### src/rtl/pipe_stage_reg_pkg.sv
// pipe_stage_reg_pkg: state encoding and default payload geometry shared by the pipeline stage register.
//   Contents: state_t (EMPTY/FULL/SKID), DEF_FIELD_W, DEF_NUM_FIELDS.
package pipe_stage_reg_pkg;
    typedef enum logic [1:0] {
        EMPTY = 2'd0,
        FULL  = 2'd1,
        SKID  = 2'd2
    } state_t;
    localparam int DEF_FIELD_W    = 32;
    localparam int DEF_NUM_FIELDS = 5;
endpackage

### src/rtl/pipe_stage_reg_sat_counter.sv
// sat_counter: W-bit incrementer that sticks at all-ones instead of wrapping.
//   clk   - clock
//   reset - synchronous active-low clear
//   inc   - add one this cycle
//   count - current value
module sat_counter #(
    parameter int W = 16
) (
    input  logic         clk,
    input  logic         reset,
    input  logic         inc,
    output logic [W-1:0] count
);
    always_ff @(posedge clk) begin
        if (!reset)
            count <= '0;
        else if (inc && count != '1)
            count <= count + 1'b1;
    end
endmodule

### src/rtl/pipe_stage_reg.sv
// pipe_stage_reg: valid/ready pipeline register with optional two-entry skid buffer and stall counter.
//   clk, reset     - clock, synchronous active-low reset
//   flush          - squash all held entries
//   in_valid/ready - upstream handshake, in_data packed payload
//   out_valid/ready- downstream handshake, out_data registered payload
//   stall_cnt      - saturating count of cycles with out_valid & !out_ready
module pipe_stage_reg
    import pipe_stage_reg_pkg::*;
#(
    parameter int NUM_FIELDS = DEF_NUM_FIELDS,
    parameter int FIELD_W    = DEF_FIELD_W,
    parameter int SKID_EN    = 1,
    parameter int CNT_W      = 16
) (
    input  logic                          clk,
    input  logic                          reset,
    input  logic                          flush,
    input  logic                          in_valid,
    output logic                          in_ready,
    input  logic [NUM_FIELDS*FIELD_W-1:0] in_data,
    output logic                          out_valid,
    input  logic                          out_ready,
    output logic [NUM_FIELDS*FIELD_W-1:0] out_data,
    output logic [CNT_W-1:0]              stall_cnt
);
    localparam int DW = NUM_FIELDS * FIELD_W;

    state_t          state, nxt;
    logic [DW-1:0]   main, main_d, skid, skid_d;
    logic            rdy;
    logic            in_x, out_x;

    assign in_x  = in_valid & in_ready;
    assign out_x = out_valid & out_ready;

    // With a skid entry in_ready is purely registered; without one it may follow
    // out_ready so a full stage can swap payloads with no bubble. rdy doubles as
    // the "out of reset" qualifier in both modes.
    assign in_ready  = (SKID_EN != 0) ? rdy : rdy & ((state == EMPTY) | out_ready);
    assign out_valid = (state != EMPTY);
    assign out_data  = main;

    always_comb begin
        nxt    = state;
        main_d = main;
        skid_d = skid;
        if (flush) begin
            nxt    = EMPTY;
            main_d = '0;
            skid_d = '0;
        end else begin
            case (state)
                EMPTY: begin
                    if (in_x) begin
                        nxt    = FULL;
                        main_d = in_data;
                    end
                end
                FULL: begin
                    if (in_x && out_x) begin
                        main_d = in_data;
                    end else if (out_x) begin
                        nxt    = EMPTY;
                        main_d = '0;
                    end else if (in_x && SKID_EN != 0) begin
                        nxt    = SKID;
                        skid_d = in_data;
                    end
                end
                SKID: begin
                    if (out_x) begin
                        nxt    = FULL;
                        main_d = skid;
                        skid_d = '0;
                    end
                end
                default: begin
                    nxt    = EMPTY;
                    main_d = '0;
                    skid_d = '0;
                end
            endcase
        end
    end

    always_ff @(posedge clk) begin
        if (!reset) begin
            state <= EMPTY;
            main  <= '0;
            skid  <= '0;
            rdy   <= 1'b0;
        end else begin
            state <= nxt;
            main  <= main_d;
            skid  <= skid_d;
            rdy   <= (nxt != SKID);
        end
    end

    // A squashed entry is not a stall: the flush cycle leaves the count alone.
    sat_counter #(.W(CNT_W)) u_cnt (
        .clk   (clk),
        .reset (reset),
        .inc   (out_valid & ~out_ready & ~flush),
        .count (stall_cnt)
    );
endmodule

### config.mk
export PLATFORM = sky130hd
export DESIGN_NAME = pipe_stage_reg
export DESIGN_NICKNAME = d
export VERILOG_FILES = /design/src/rtl/pipe_stage_reg_pkg.sv /design/src/rtl/pipe_stage_reg_sat_counter.sv /design/src/rtl/pipe_stage_reg.sv
export SDC_FILE = /design/constraint.sdc
export NUM_CORES = 1
export LEC_CHECK = 0
export BUFFER_PORTS_ARGS = -buffer_cell sky130_fd_sc_hd__buf_4
export CELL_PAD_IN_SITES_DETAIL_PLACEMENT = 1
export CELL_PAD_IN_SITES_GLOBAL_PLACEMENT = 2
export CORE_MARGIN = 2
export CORE_UTILIZATION = 32
export DETAILED_ROUTE_END_ITERATION = 6
export GPL_TIMING_DRIVEN = 0
export PLACE_DENSITY_LB_ADDON = 0.1
export SYNTH_ARGS = -nofsm -noshare
export SYNTH_HDL_FRONTEND = slang
export SYNTH_SLANG_ARGS = --single-unit
### constraint.sdc
create_clock -name clk -period 2 [get_ports clk]
set_input_delay 0.4 -clock clk [delete_from_list [all_inputs] [get_ports clk]]
set_output_delay 0.4 -clock clk [all_outputs]
set_load 0.03 [all_outputs]
## Word level (Yosys, flattened, before mapping)

Cells that the tools add are included.
Widths: inputs -> output; s select.

- Input port bits: 165
- Flip-flop bits (word level): 339
- Word-level logic and storage cells: 46
- Output and inout port bits: 178

- Bitwise logic cells: 8
- Eq/ne operators: 10
- Add/subtract/negate cells: 1
- Reductions and logical operators: 7
- Muxes and demuxes: 15

Operator list:

| cell | number |
|---|---|
| $mux 160 | 6 |
| $pmux 160 s3 | 2 |
| $add 16x1->16 const B | 1 |
| $ne 16x16->1 const B | 1 |
| $mux 2 | 6 |
| $ne 2x2->1 const B | 6 |
| $pmux 2 s3 | 1 |
| $reduce_and 5->1 | 1 |
| $and 1x1->1 | 4 |
| $not 1->1 | 4 |
| $ne 3x3->1 const B | 1 |
| $reduce_and 3->1 | 1 |
| $eq 2x1->1 const B | 1 |
| $eq 2x2->1 const B | 1 |
| $logic_and 1x1->1 | 2 |
| $logic_not 2->1 | 1 |
| $reduce_bool 2->1 | 1 |
| $reduce_or 2->1 | 1 |

## Depth between registers and ports, before layout

Gate-level depths: netlist of run 1.

- Word-level depth: 7
- Gate-level depth with buffers: 8
- Depth with buffers taken out: 5

## Cells and area by module

From an unflattened synthesis of run 1, not the netlist that was laid out.

- Cells, all modules: 1730
- Area total of the unflattened synthesis: 16499.6 µm²

Modules (own cells, without submodules):

| module | area an instance (µm²) | cells each | times used | seq. area each (µm²) |
|---|---|---|---|---|
| pipe_stage_reg | 15662.5 | 1633 | 1 | 6466.2 |
| sat_counter | 837.1 | 97 | 1 | 320.3 |

## Worst setup path before layout of run 1

No wires, ideal clock.

- Path type: register to register
- From: reg u_cnt.count[0]
- To: reg u_cnt.count[9]
- Arrival time: 1.812 ns
- Data required time: 1.899 ns
- Clock period less this slack: 1.913 ns
- Buffers on the path: 1
- Path slack: 0.087 ns
- Stages on the path, launching flop included: 7
- Setup time: 0.101 ns
- Cells stage by stage: dfxtp_1 ha_1 nand4_1 nor4_4 buf_2 o311ai_0 o41ai_1

- Longest elaborated chain between the ends: 2
- Elaborated cells on any way between the ends: 3
- Classes of those cells: add/sub (1); eq/ne (1); reduce/logical (1)

RTL lines:

| element | line | text |
|---|---|---|
| start, declared | pipe_stage_reg_sat_counter.sv:12 | `output logic [W-1:0] count` |
| start signal, assigned | pipe_stage_reg_sat_counter.sv:18 | `count <= count + 1'b1;` |
| branches (longest 2 deep; another with $add 16x1->16) | n/a |  |

Parallel ways; which one is timed is not known.
A chain may end at the register's enable or synchronous reset.

## Worst setup path in the final report of run 1

- From: reg state[0]
- To: out out_valid

- Longest elaborated chain between the ends: 1

RTL lines:

| element | line | text |
|---|---|---|
| start, declared | pipe_stage_reg.sv:28 | `state_t state, nxt;` |
| start signal, assigned | pipe_stage_reg.sv:93 | `state <= nxt;` |
| $reduce_bool 2->1 | pipe_stage_reg.sv:40 | `assign out_valid = (state != EMPTY);` |
| end, declared | pipe_stage_reg.sv:21 | `output logic out_valid,` |

No other way between the ends.

==> impl_results.html, run 1 <==
<table>
<tr><th>Metric</th><th>Value</th></tr>
<tr><th colspan="2">Run status</th></tr>
<tr><td>Result of the run</td><td>completed</td></tr>
<tr><th colspan="2">STA</th></tr>
<tr><td>Measured slew at the worst slew-check pin</td><td>0.710 ns</td></tr>
<tr><td>Final critical path time including I/O delays and setup</td><td>1.93 ns</td></tr>
<tr><td>Number of pins exceeding their max-slew limit in the final report</td><td>0</td></tr>
<tr><td>Worst hold slack</td><td>0.141 ns</td></tr>
<tr><td>Total Neg Setup Slack</td><td>0 ns</td></tr>
<tr><td>Hold Vio Cnt, Final</td><td>0</td></tr>
<tr><td>Maximum achievable frequency</td><td>517 MHz</td></tr>
<tr><td>Setup repair after global routing missed its margin</td><td>true</td></tr>
<tr><td>Worst Skew</td><td>0.0193 ns</td></tr>
<tr><td>Final period utilization</td><td>0.967</td></tr>
<tr><td>Total of endpoints with negative setup slack in the final report</td><td>0</td></tr>
<tr><td>Relative slew slack</td><td>0.527</td></tr>
<tr><th colspan="2">Setup path</th></tr>
<tr><td>Data required time at the worst endpoint</td><td>1.60 ns</td></tr>
<tr><td>CP max stage delay</td><td>0.38 ns</td></tr>
<tr><td>Crit-path cells</td><td>or2_1, buf_4</td></tr>
<tr><td>Bufs and invs on worst path</td><td>1</td></tr>
<tr><td>Type of the worst setup path</td><td>reg2out</td></tr>
<tr><td>Critical Path Source Type</td><td>flip-flop</td></tr>
<tr><td>Largest fanout of any net on the critical path</td><td>7</td></tr>
<tr><td>Capturing element type of the critical path</td><td>primary output</td></tr>
<tr><td>Largest delay contributor family on the critical path</td><td>flip-flops</td></tr>
<tr><td>Slowest-stage cell, CP</td><td>sky130_fd_sc_hd__dfxtp_4</td></tr>
<tr><td>Arrival time worst endpoint</td><td>1.53 ns</td></tr>
<tr><th colspan="2">Clock tree</th></tr>
<tr><td>Inserted Clock Buffers</td><td>43</td></tr>
<tr><td>CTS Sinks</td><td>339</td></tr>
<tr><td>Root cell of the clock tree</td><td>sky130_fd_sc_hd__clkbuf_16</td></tr>
<tr><td>Maximum root-to-sink buffer count</td><td>3</td></tr>
<tr><td>CTS clock-pin slew for the worst setup and hold paths</td><td>0.06 ns</td></tr>
<tr><td>H-tree level count</td><td>2</td></tr>
<tr><td>Clock insertion delay at the later pin of the skew report</td><td>0.57 ns</td></tr>
<tr><td>Clock tree from TritonCTS</td><td>built</td></tr>
<tr><th colspan="2">Pwr</th></tr>
<tr><td>Leakage Power</td><td>8.38 nW</td></tr>
<tr><td>Internal power of the cells</td><td>11.9 mW</td></tr>
<tr><td>Net switching fraction of the power</td><td>0.268</td></tr>
<tr><td>Part of the total power dissipated in the clock network</td><td>0.454</td></tr>
<tr><td>Power dissipated by switching net loads</td><td>4.36 mW</td></tr>
<tr><td>Power Density</td><td>746 nW/um2</td></tr>
<tr><td>Power share of the sequential group</td><td>0.424</td></tr>
<tr><td>Post-route total power</td><td>16.3 mW</td></tr>
<tr><td>Maximum vdd ir drop</td><td>0.475 mV</td></tr>
<tr><td>Part of the power in combinational logic</td><td>0.122</td></tr>
<tr><th colspan="2">Yosys</th></tr>
<tr><td>Portion of synthesized cell area occupied by the leading cell type</td><td>0.403</td></tr>
<tr><td>Cells after Synth</td><td>2084</td></tr>
<tr><td>Sequential fraction of the synthesis area</td><td>0.403</td></tr>
<tr><td>Fraction of synthesis flops using an asynchronous set or reset pin</td><td>0</td></tr>
<tr><td>Mapped cell area</td><td>16800 um2</td></tr>
<tr><td>Number of library cell types mapped by synthesis</td><td>41</td></tr>
<tr><td>Top cell type by total area after synthesis</td><td>sky130_fd_sc_hd__dfxtp_1</td></tr>
<tr><td>Register bit total from synthesis</td><td>339</td></tr>
<tr><td>Post-synth top cells</td><td>sky130_fd_sc_hd__dfxtp_1, sky130_fd_sc_hd__a21oi_1, sky130_fd_sc_hd__mux2i_1, sky130_fd_sc_hd__nor2_1, sky130_fd_sc_hd__and2_1</td></tr>
<tr><td>Avg Synthesized Cell Area</td><td>8.08 um2</td></tr>
<tr><td>Post-Syn Nets</td><td>2250</td></tr>
<tr><td>EDFF count, synth</td><td>0</td></tr>
<tr><td>Cell with the most instances after synthesis</td><td>sky130_fd_sc_hd__dfxtp_1</td></tr>
<tr><td>Most area-consuming cells after synthesis</td><td>sky130_fd_sc_hd__dfxtp_1, sky130_fd_sc_hd__mux2i_1, sky130_fd_sc_hd__a21oi_1, sky130_fd_sc_hd__and2_1, sky130_fd_sc_hd__nor2_1</td></tr>
<tr><td>Primary flip-flop cell chosen by synthesis mapping</td><td>sky130_fd_sc_hd__dfxtp_1</td></tr>
<tr><td>Number of synthesis warnings</td><td>0</td></tr>
<tr><th colspan="2">Drt</th></tr>
<tr><td>Via count</td><td>16400</td></tr>
<tr><td>Detailed Route WL</td><td>66700 um</td></tr>
<tr><td>Via-to-Cell Ratio</td><td>5.12</td></tr>
<tr><td>Routed wirelength normalized by instance count</td><td>20.9 um</td></tr>
<tr><td>Initial drt markers</td><td>665</td></tr>
<tr><td>Detail Route Antenna Nets</td><td>0</td></tr>
<tr><td># DRC</td><td>0</td></tr>
<tr><td>First-pass DRT Iterations</td><td>4</td></tr>
<tr><th colspan="2">GRT</th></tr>
<tr><td>Global route overflow</td><td>0</td></tr>
<tr><td>Initial antenna violation count</td><td>5</td></tr>
<tr><td>First-pass GRT wire length</td><td>100000 um</td></tr>
<tr><td>Via count of the first global-routing pass</td><td>17100</td></tr>
<tr><td>Combined global-route utilization of all metal layers</td><td>0.240</td></tr>
<tr><td>Pin count of the biggest net entering global routing</td><td>20</td></tr>
<tr><th colspan="2">Floorplan</th></tr>
<tr><td>Boundary pin count</td><td>343</td></tr>
<tr><td>Initial Utilization</td><td>0.322</td></tr>
<tr><td>Overall die area</td><td>54400 um2</td></tr>
<tr><td>Core Region</td><td>52200 um2</td></tr>
<tr><td>Die W</td><td>233 um</td></tr>
<tr><td>Die span in y</td><td>233 um</td></tr>
<tr><td>Number of cell rows</td><td>84</td></tr>
<tr><th colspan="2">Place</th></tr>
<tr><td>Placer's final routability congestion estimate</td><td>0.809</td></tr>
<tr><td>Post-Place Cell Area</td><td>20300 um2</td></tr>
<tr><td>Half-perimeter wire length of the detailed placement result</td><td>48900 um</td></tr>
<tr><td>Count of input and output buffers</td><td>341</td></tr>
<tr><th colspan="2">Job</th></tr>
<tr><td>Max-cap check violation count</td><td>0</td></tr>
<tr><th colspan="2">Finish</th></tr>
<tr><td>Fraction of layout instances using a drive strength above 1</td><td>0.207</td></tr>
<tr><td>Area growth syn-to-layout</td><td>29.7%</td></tr>
<tr><td>Nets@finish</td><td>2640</td></tr>
<tr><td>Design area</td><td>21800 um2</td></tr>
<tr><th colspan="2">Min path</th></tr>
<tr><td>Type of the tightest min-delay check</td><td>in2reg</td></tr>
</table>
==> path summary, 6_finish.rpt <==
path | start | to | slack (ns) | cells after the start
hold / removal | reset | u_cnt.count[7]$_SDFFE_PN0P_ | 0.14 | 3
setup reg to reg | state[1]$_SDFF_PN0_ | skid[137]$_SDFFE_PP0P_ | 0.07 | 7
setup / recovery | state[0]$_SDFF_PN0_ | out_valid | 0.07 | 2
hold reg to reg | out_data[56]$_SDFFE_PP0P_ | out_data[56]$_SDFFE_PP0P_ | 0.45 | 2
==> tightest hold or removal path, stage by stage <==
cell	delay, ns
sky130_fd_sc_hd__buf_4	0.13
sky130_fd_sc_hd__nand2b_1	0.07
sky130_fd_sc_hd__mux2i_1	0.06
==> sequential cells by signal, indices dropped and copies added (netlist names) <==
name         flops
out_data       160
in_ready         1
skid           160
state            2
u_cnt.count     16
==> power groups by stage <==
stage          Combinational (mW)  Clock (mW)  Sequential (mW)
2_1_floorplan               0.905           0             7.20
3_3_place_gp                 1.92           0             7.05
3_5_place_dp                 1.96           0             7.05
4_1_cts                      2.00        7.60             6.91
5_1_grt                      2.16        7.86             6.91
6_report                     1.99        7.40             6.90
==> layout by cell type, fill, tap and decap left out, types with 4 or more instances in the layout <==
master / count
sky130_fd_sc_hd__buf_4: 377
sky130_fd_sc_hd__dfxtp_1: 336
sky130_fd_sc_hd__a21oi_1: 259
sky130_fd_sc_hd__mux2i_1: 236
sky130_fd_sc_hd__nor2_1: 235
sky130_fd_sc_hd__and2_1: 179
sky130_fd_sc_hd__nand2_1: 173
sky130_fd_sc_hd__clkbuf_1: 115
sky130_fd_sc_hd__nand2b_1: 94
sky130_fd_sc_hd__o22ai_1: 88
sky130_fd_sc_hd__inv_1: 75
sky130_fd_sc_hd__o21ai_0: 75
sky130_fd_sc_hd__o32ai_1: 68
sky130_fd_sc_hd__clkbuf_16: 45
sky130_fd_sc_hd__buf_2: 29
sky130_fd_sc_hd__clkbuf_2: 28
sky130_fd_sc_hd__buf_6: 8
sky130_fd_sc_hd__nand4_1: 8
sky130_fd_sc_hd__o31ai_1: 7
sky130_fd_sc_hd__clkbuf_4: 5
sky130_fd_sc_hd__or4_1: 5
sky130_fd_sc_hd__diode_2: 4
sky130_fd_sc_hd__o32ai_2: 4
sky130_fd_sc_hd__or3_1: 4
sky130_fd_sc_hd__clkinv_2: 4
==> kinds of logic (layout without fill, tap and decap cells) <==
logic type	count (synthesis)	in the layout	synth area share
flip-flops	339	339	0.403
buffers and inverters	275	692	0.0677
multiplexers	236	236	0.140
AND/OR/NAND/NOR	723	723	0.210
other	0	4	0
AO/OA/AOI/OAI	510	510	0.179
adder cells (fa/ha/maj)	1	1	0.000743
==> area by class of cell <==
| class | count | area, um2 |
|---|---|---|
| diodes | 4 | 10.0 |
| plain buffers | 194 | 987 |
| clock buffers | 67 | 1240 |
| fillers | 6252 | 30400 |
| flip-flops and latches | 339 | 6790 |
| repair buffers | 351 | 2640 |
| inverters | 75 | 282 |
| multi-input cells | 1470 | 8980 |
| well taps | 688 | 861 |
| clock inverters | 5 | 50.0 |
==> layer usage <==
metal	up-vias	global-route usage	share of wire
li1	7909	-	-
met1	8007	0.314	0.46
met2	338	0.398	0.47
met3	99	0.0363	0.044
met4	2	0.0856	0.030
met5	-	0	0.00024
==> per-stage QoR <==
| stage | util | setup WS (ns) | std cells |
|---|---|---|---|
| final | 0.418 | 0.0659 | 3193 |
| after detailed placement | 0.388 | -0.862 | 3113 |
| after CTS | 0.416 | -0.00379 | 3188 |
| after floorplan | - | 0.0874 | 2084 |
| after global routing | 0.418 | -0.0231 | 3192 |
| after global placement | 0.388 | -0.796 | 3113 |
==> timing repair <==
item,4_1_cts,5_1_grt
hold buffers,0,0
setup endpoints to repair,334,136
gates resized for setup,59,46
pin swaps,2,0
buffers inserted,7,3
Note: power is estimated with default switching activity, not from simulation.
==> inputs of run 2 (changes only) <==
CELL_PAD_IN_SITES_DETAIL_PLACEMENT = 0   (was 1)
CELL_PAD_IN_SITES_GLOBAL_PLACEMENT = 1   (was 2)
CORE_UTILIZATION = 41   (was 32)
==> run 2 against run 1 <==
Clock skew is 0.0025 ns lower. Via count is 2.1% lower. Setup slack better by 0.020 ns. Power is 1.2% lower. Utilization is 11 points higher. Wire length is 12% lower. Critical endpoint is now out_data[94]$_SDFFE_PP0P_.
==> impl_results.html, run 2 (synthesized netlist as in run 1, its figures left out) <==
<table>
<tr><th>Metric</th><th>Value</th></tr>
<tr><th colspan="2">Finish</th></tr>
<tr><td>Top library cells by usage in the layout, fill and taps aside</td><td>sky130_fd_sc_hd__buf_4, sky130_fd_sc_hd__dfxtp_1, sky130_fd_sc_hd__a21oi_1 (unchanged)</td></tr>
<tr><td>Post-Layout Cell Count</td><td>3034 (was 3193)</td></tr>
<tr><td>Area growth syn-to-layout</td><td>27.9% (was 29.7%)</td></tr>
<tr><td># fillers</td><td>3953 (was 6252)</td></tr>
<tr><td>Commonest non-fill, non-tap cell in the layout</td><td>sky130_fd_sc_hd__buf_4 (unchanged)</td></tr>
<tr><td>Fraction of layout instances using a drive strength above 1</td><td>0.201 (was 0.207)</td></tr>
<tr><td>Design area</td><td>21500 um2 (was 21800 um2)</td></tr>
<tr><td>Nets@finish</td><td>2635 (was 2640)</td></tr>
<tr><th colspan="2">Clock tree</th></tr>
<tr><td>Hold-fix buffers at CTS</td><td>0 (unchanged)</td></tr>
<tr><td>CTS clock-pin slew for the worst setup and hold paths</td><td>0.06 ns (about the same)</td></tr>
<tr><td>H-tree level count</td><td>2 (unchanged)</td></tr>
<tr><td>CTS Sinks</td><td>339 (unchanged)</td></tr>
<tr><td>Clock insertion delay at the later pin of the skew report</td><td>0.57 ns (about the same)</td></tr>
<tr><td>Maximum root-to-sink buffer count</td><td>3 (unchanged)</td></tr>
<tr><td>Root cell of the clock tree</td><td>sky130_fd_sc_hd__clkbuf_16 (unchanged)</td></tr>
<tr><td>Clock tree from TritonCTS</td><td>built (unchanged)</td></tr>
<tr><td>Inserted Clock Buffers</td><td>41 (was 43)</td></tr>
<tr><th colspan="2">Drt</th></tr>
<tr><td>First-pass DRT Iterations</td><td>6 (was 4)</td></tr>
<tr><td>Routed wirelength normalized by instance count</td><td>19.3 um (was 20.9 um)</td></tr>
<tr><td>Initial drt markers</td><td>944 (was 665)</td></tr>
<tr><td># DRC</td><td>0 (unchanged)</td></tr>
<tr><td>Detail Route Antenna Nets</td><td>0 (unchanged)</td></tr>
<tr><td>Via-to-Cell Ratio</td><td>5.28 (was 5.12)</td></tr>
<tr><td>Detailed Route WL</td><td>58600 um (was 66700 um)</td></tr>
<tr><td>Via count</td><td>16000 (was 16400)</td></tr>
<tr><th colspan="2">STA</th></tr>
<tr><td>Hold Vio Cnt, Final</td><td>0 (unchanged)</td></tr>
<tr><td>Number of pins exceeding their max-slew limit in the final report</td><td>0 (unchanged)</td></tr>
<tr><td>Measured slew at the worst slew-check pin</td><td>0.826 ns (was 0.710 ns)</td></tr>
<tr><td>Worst Skew</td><td>0.0168 ns (was 0.0193 ns)</td></tr>
<tr><td>Relative slew slack</td><td>0.449 (was 0.527)</td></tr>
<tr><td>Total Neg Setup Slack</td><td>0 ns (unchanged)</td></tr>
<tr><td>Crit path setup slack, layout</td><td>0.0857 ns (was 0.0659 ns)</td></tr>
<tr><td>Maximum achievable frequency</td><td>522 MHz (was 517 MHz)</td></tr>
<tr><td>Final period utilization</td><td>0.957 (was 0.967)</td></tr>
<tr><td>Final critical path time including I/O delays and setup</td><td>1.91 ns (was 1.93 ns)</td></tr>
<tr><td>Total of endpoints with negative setup slack in the final report</td><td>0 (unchanged)</td></tr>
<tr><td>Worst hold slack</td><td>0.140 ns (was 0.141 ns)</td></tr>
<tr><td>Setup repair after global routing missed its margin</td><td>false (was true)</td></tr>
<tr><th colspan="2">Setup path</th></tr>
<tr><td>Crit-path cells</td><td>and3b_2, o21ba_1, buf_4, buf_6, buf_2, o22ai_1, a21oi_1 (was or2_1, buf_4)</td></tr>
<tr><td>Largest fanout of any net on the critical path</td><td>10 (was 7)</td></tr>
<tr><td>Bufs and invs on worst path</td><td>3 (was 1)</td></tr>
<tr><td>CP max stage delay</td><td>0.40 ns (was 0.38 ns)</td></tr>
<tr><td>Critical Path Source Type</td><td>flip-flop (unchanged)</td></tr>
<tr><td>Arrival time worst endpoint</td><td>2.40 ns (was 1.53 ns)</td></tr>
<tr><td>Capturing element type of the critical path</td><td>flip-flop (was primary output)</td></tr>
<tr><td>Data required time at the worst endpoint</td><td>2.49 ns (was 1.60 ns)</td></tr>
<tr><td>Worst reg-to-reg path cell count</td><td>7 (unchanged)</td></tr>
<tr><td>Type of the worst setup path</td><td>reg2reg (was reg2out)</td></tr>
<tr><td>Slowest-stage cell, CP</td><td>sky130_fd_sc_hd__dfxtp_2 (was sky130_fd_sc_hd__dfxtp_4)</td></tr>
<tr><td>Largest delay contributor family on the critical path</td><td>buffers and inverters (was flip-flops)</td></tr>
<tr><td>Crit path depth</td><td>7 (was 2)</td></tr>
<tr><th colspan="2">Place</th></tr>
<tr><td>Half-perimeter wire length of the detailed placement result</td><td>42400 um (was 48900 um)</td></tr>
<tr><td>Number of instances in the placed design</td><td>2957 (was 3113)</td></tr>
<tr><td>Placer's final routability congestion estimate</td><td>0.834 (was 0.809)</td></tr>
<tr><td>Post-Place Cell Area</td><td>20100 um2 (was 20300 um2)</td></tr>
<tr><td>Pre-CTS setup slack</td><td>-0.645 ns (was -0.862 ns)</td></tr>
<tr><td>Count of input and output buffers</td><td>341 (unchanged)</td></tr>
<tr><th colspan="2">GRT</th></tr>
<tr><td>First-pass GRT wire length</td><td>87400 um (was 100000 um)</td></tr>
<tr><td>Via count of the first global-routing pass</td><td>15500 (was 17100)</td></tr>
<tr><td>Combined global-route utilization of all metal layers</td><td>0.265 (was 0.240)</td></tr>
<tr><td>Global route overflow</td><td>0 (unchanged)</td></tr>
<tr><td>Pin count of the biggest net entering global routing</td><td>18 (was 20)</td></tr>
<tr><td>Initial antenna violation count</td><td>4 (was 5)</td></tr>
<tr><th colspan="2">Pwr</th></tr>
<tr><td>Maximum vdd ir drop</td><td>0.506 mV (was 0.475 mV)</td></tr>
<tr><td>Leakage Power</td><td>8.33 nW (was 8.38 nW)</td></tr>
<tr><td>Part of the total power dissipated in the clock network</td><td>0.452 (was 0.454)</td></tr>
<tr><td>Net switching fraction of the power</td><td>0.263 (was 0.268)</td></tr>
<tr><td>Part of the power in combinational logic</td><td>0.119 (was 0.122)</td></tr>
<tr><td>Power Density</td><td>748 nW/um2 (was 746 nW/um2)</td></tr>
<tr><td>Power dissipated by switching net loads</td><td>4.24 mW (was 4.36 mW)</td></tr>
<tr><td>Internal power of the cells</td><td>11.9 mW (about the same)</td></tr>
<tr><td>Power share of the sequential group</td><td>0.429 (was 0.424)</td></tr>
<tr><th colspan="2">Min path</th></tr>
<tr><td>Type of the tightest min-delay check</td><td>in2reg (unchanged)</td></tr>
<tr><td>Worst hold stages</td><td>3 (unchanged)</td></tr>
<tr><th colspan="2">Floorplan</th></tr>
<tr><td>Boundary pin count</td><td>343 (unchanged)</td></tr>
<tr><td>Core Region</td><td>40600 um2 (was 52200 um2)</td></tr>
<tr><td>Number of cell rows</td><td>74 (was 84)</td></tr>
<tr><td>Die span in y</td><td>207 um (was 233 um)</td></tr>
<tr><td>Initial Utilization</td><td>0.414 (was 0.322)</td></tr>
<tr><td>Overall die area</td><td>42700 um2 (was 54400 um2)</td></tr>
<tr><td>Die W</td><td>207 um (was 233 um)</td></tr>
<tr><th colspan="2">Job</th></tr>
<tr><td>Max-cap check violation count</td><td>0 (unchanged)</td></tr>
<tr><th colspan="2">Run status</th></tr>
<tr><td>Result of the run</td><td>completed (unchanged)</td></tr>
</table>
[run 2: cell types whose count changed in the layout (fill, tap and decap cells not counted), sizes merged]
cell,previous run,this run
inv,75,76
buf,416,413
clkinv,4,5
clkbuf,196,194
[run 2: timing repair]
action,4_1_cts,5_1_grt
gates resized for setup,41,35
endpoints found under the hold margin,0,0
pin swaps,2,1
setup buffers,6,0
endpoints found under the setup margin,326,182
[run 2: worst reg2reg max path, cell delays in order, from the launching register on]
cell,delay [ns]
sky130_fd_sc_hd__dfxtp_2,0.40
sky130_fd_sc_hd__and3b_2,0.27
sky130_fd_sc_hd__o21ba_1,0.16
sky130_fd_sc_hd__buf_4,0.22
sky130_fd_sc_hd__buf_6,0.24
sky130_fd_sc_hd__buf_2,0.28
sky130_fd_sc_hd__o22ai_1,0.13
sky130_fd_sc_hd__a21oi_1,0.15
[run 2: final cells by class]
cell class | count | area [um2] | share of cell area
multi-input cells | 1470 | 8930 | 0.415
clock buffers | 65 | 1220 | 0.0566
well taps | 532 | 666 | 0.0309
flip-flops and latches | 339 | 6790 | 0.315
inverters | 75 | 282 | 0.0131
plain buffers | 195 | 952 | 0.0442
repair buffers | 347 | 2610 | 0.121
clock inverters | 7 | 63.8 | 0.00296
diodes | 4 | 10.0 | 0.000465
[run 2: power groups by stage]
| stage | registers (mW) | clock network, mW | logic [mW] |
|---|---|---|---|
| 6_report | 6.91 | 7.29 | 1.91 |
| 5_1_grt | 6.91 | 7.66 | 2.08 |
| 4_1_cts | 6.90 | 7.41 | 1.90 |
| 3_5_place_dp | 7.05 | 0 | 1.88 |
| 3_3_place_gp | 7.05 | 0 | 1.85 |
| 2_1_floorplan | 7.20 | 0 | 0.905 |
[run 2: metrics by stage]
step / util / total power [mW]
2_1_floorplan: - / 8.10
3_3_place_gp: 0.493 / 8.90
3_5_place_dp: 0.493 / 8.93
4_1_cts: 0.528 / 16.2
5_1_grt: 0.529 / 16.7
6_report: 0.530 / 16.1
[run 2: worst paths after layout]
check / start / end / slack [ns]
max: in_ready$_SDFF_PN0_ / out_data[94]$_SDFFE_PP0P_ / 0.09
min: reset / u_cnt.count[9]$_SDFFE_PN0P_ / 0.14
max reg2reg: in_ready$_SDFF_PN0_ / out_data[94]$_SDFFE_PP0P_ / 0.09
min reg2reg: out_data[153]$_SDFFE_PP0P_ / out_data[153]$_SDFFE_PP0P_ / 0.45
[run 2: metal layers]
metal / vias to the layer above / routed length, um / global-route usage
met5: - / 16 / 0
met4: 2 / 2000 / 0.102
li1: 7926 / - / -
met3: 108 / 3570 / 0.0526
met2: 458 / 26000 / 0.415
met1: 7521 / 27000 / 0.360
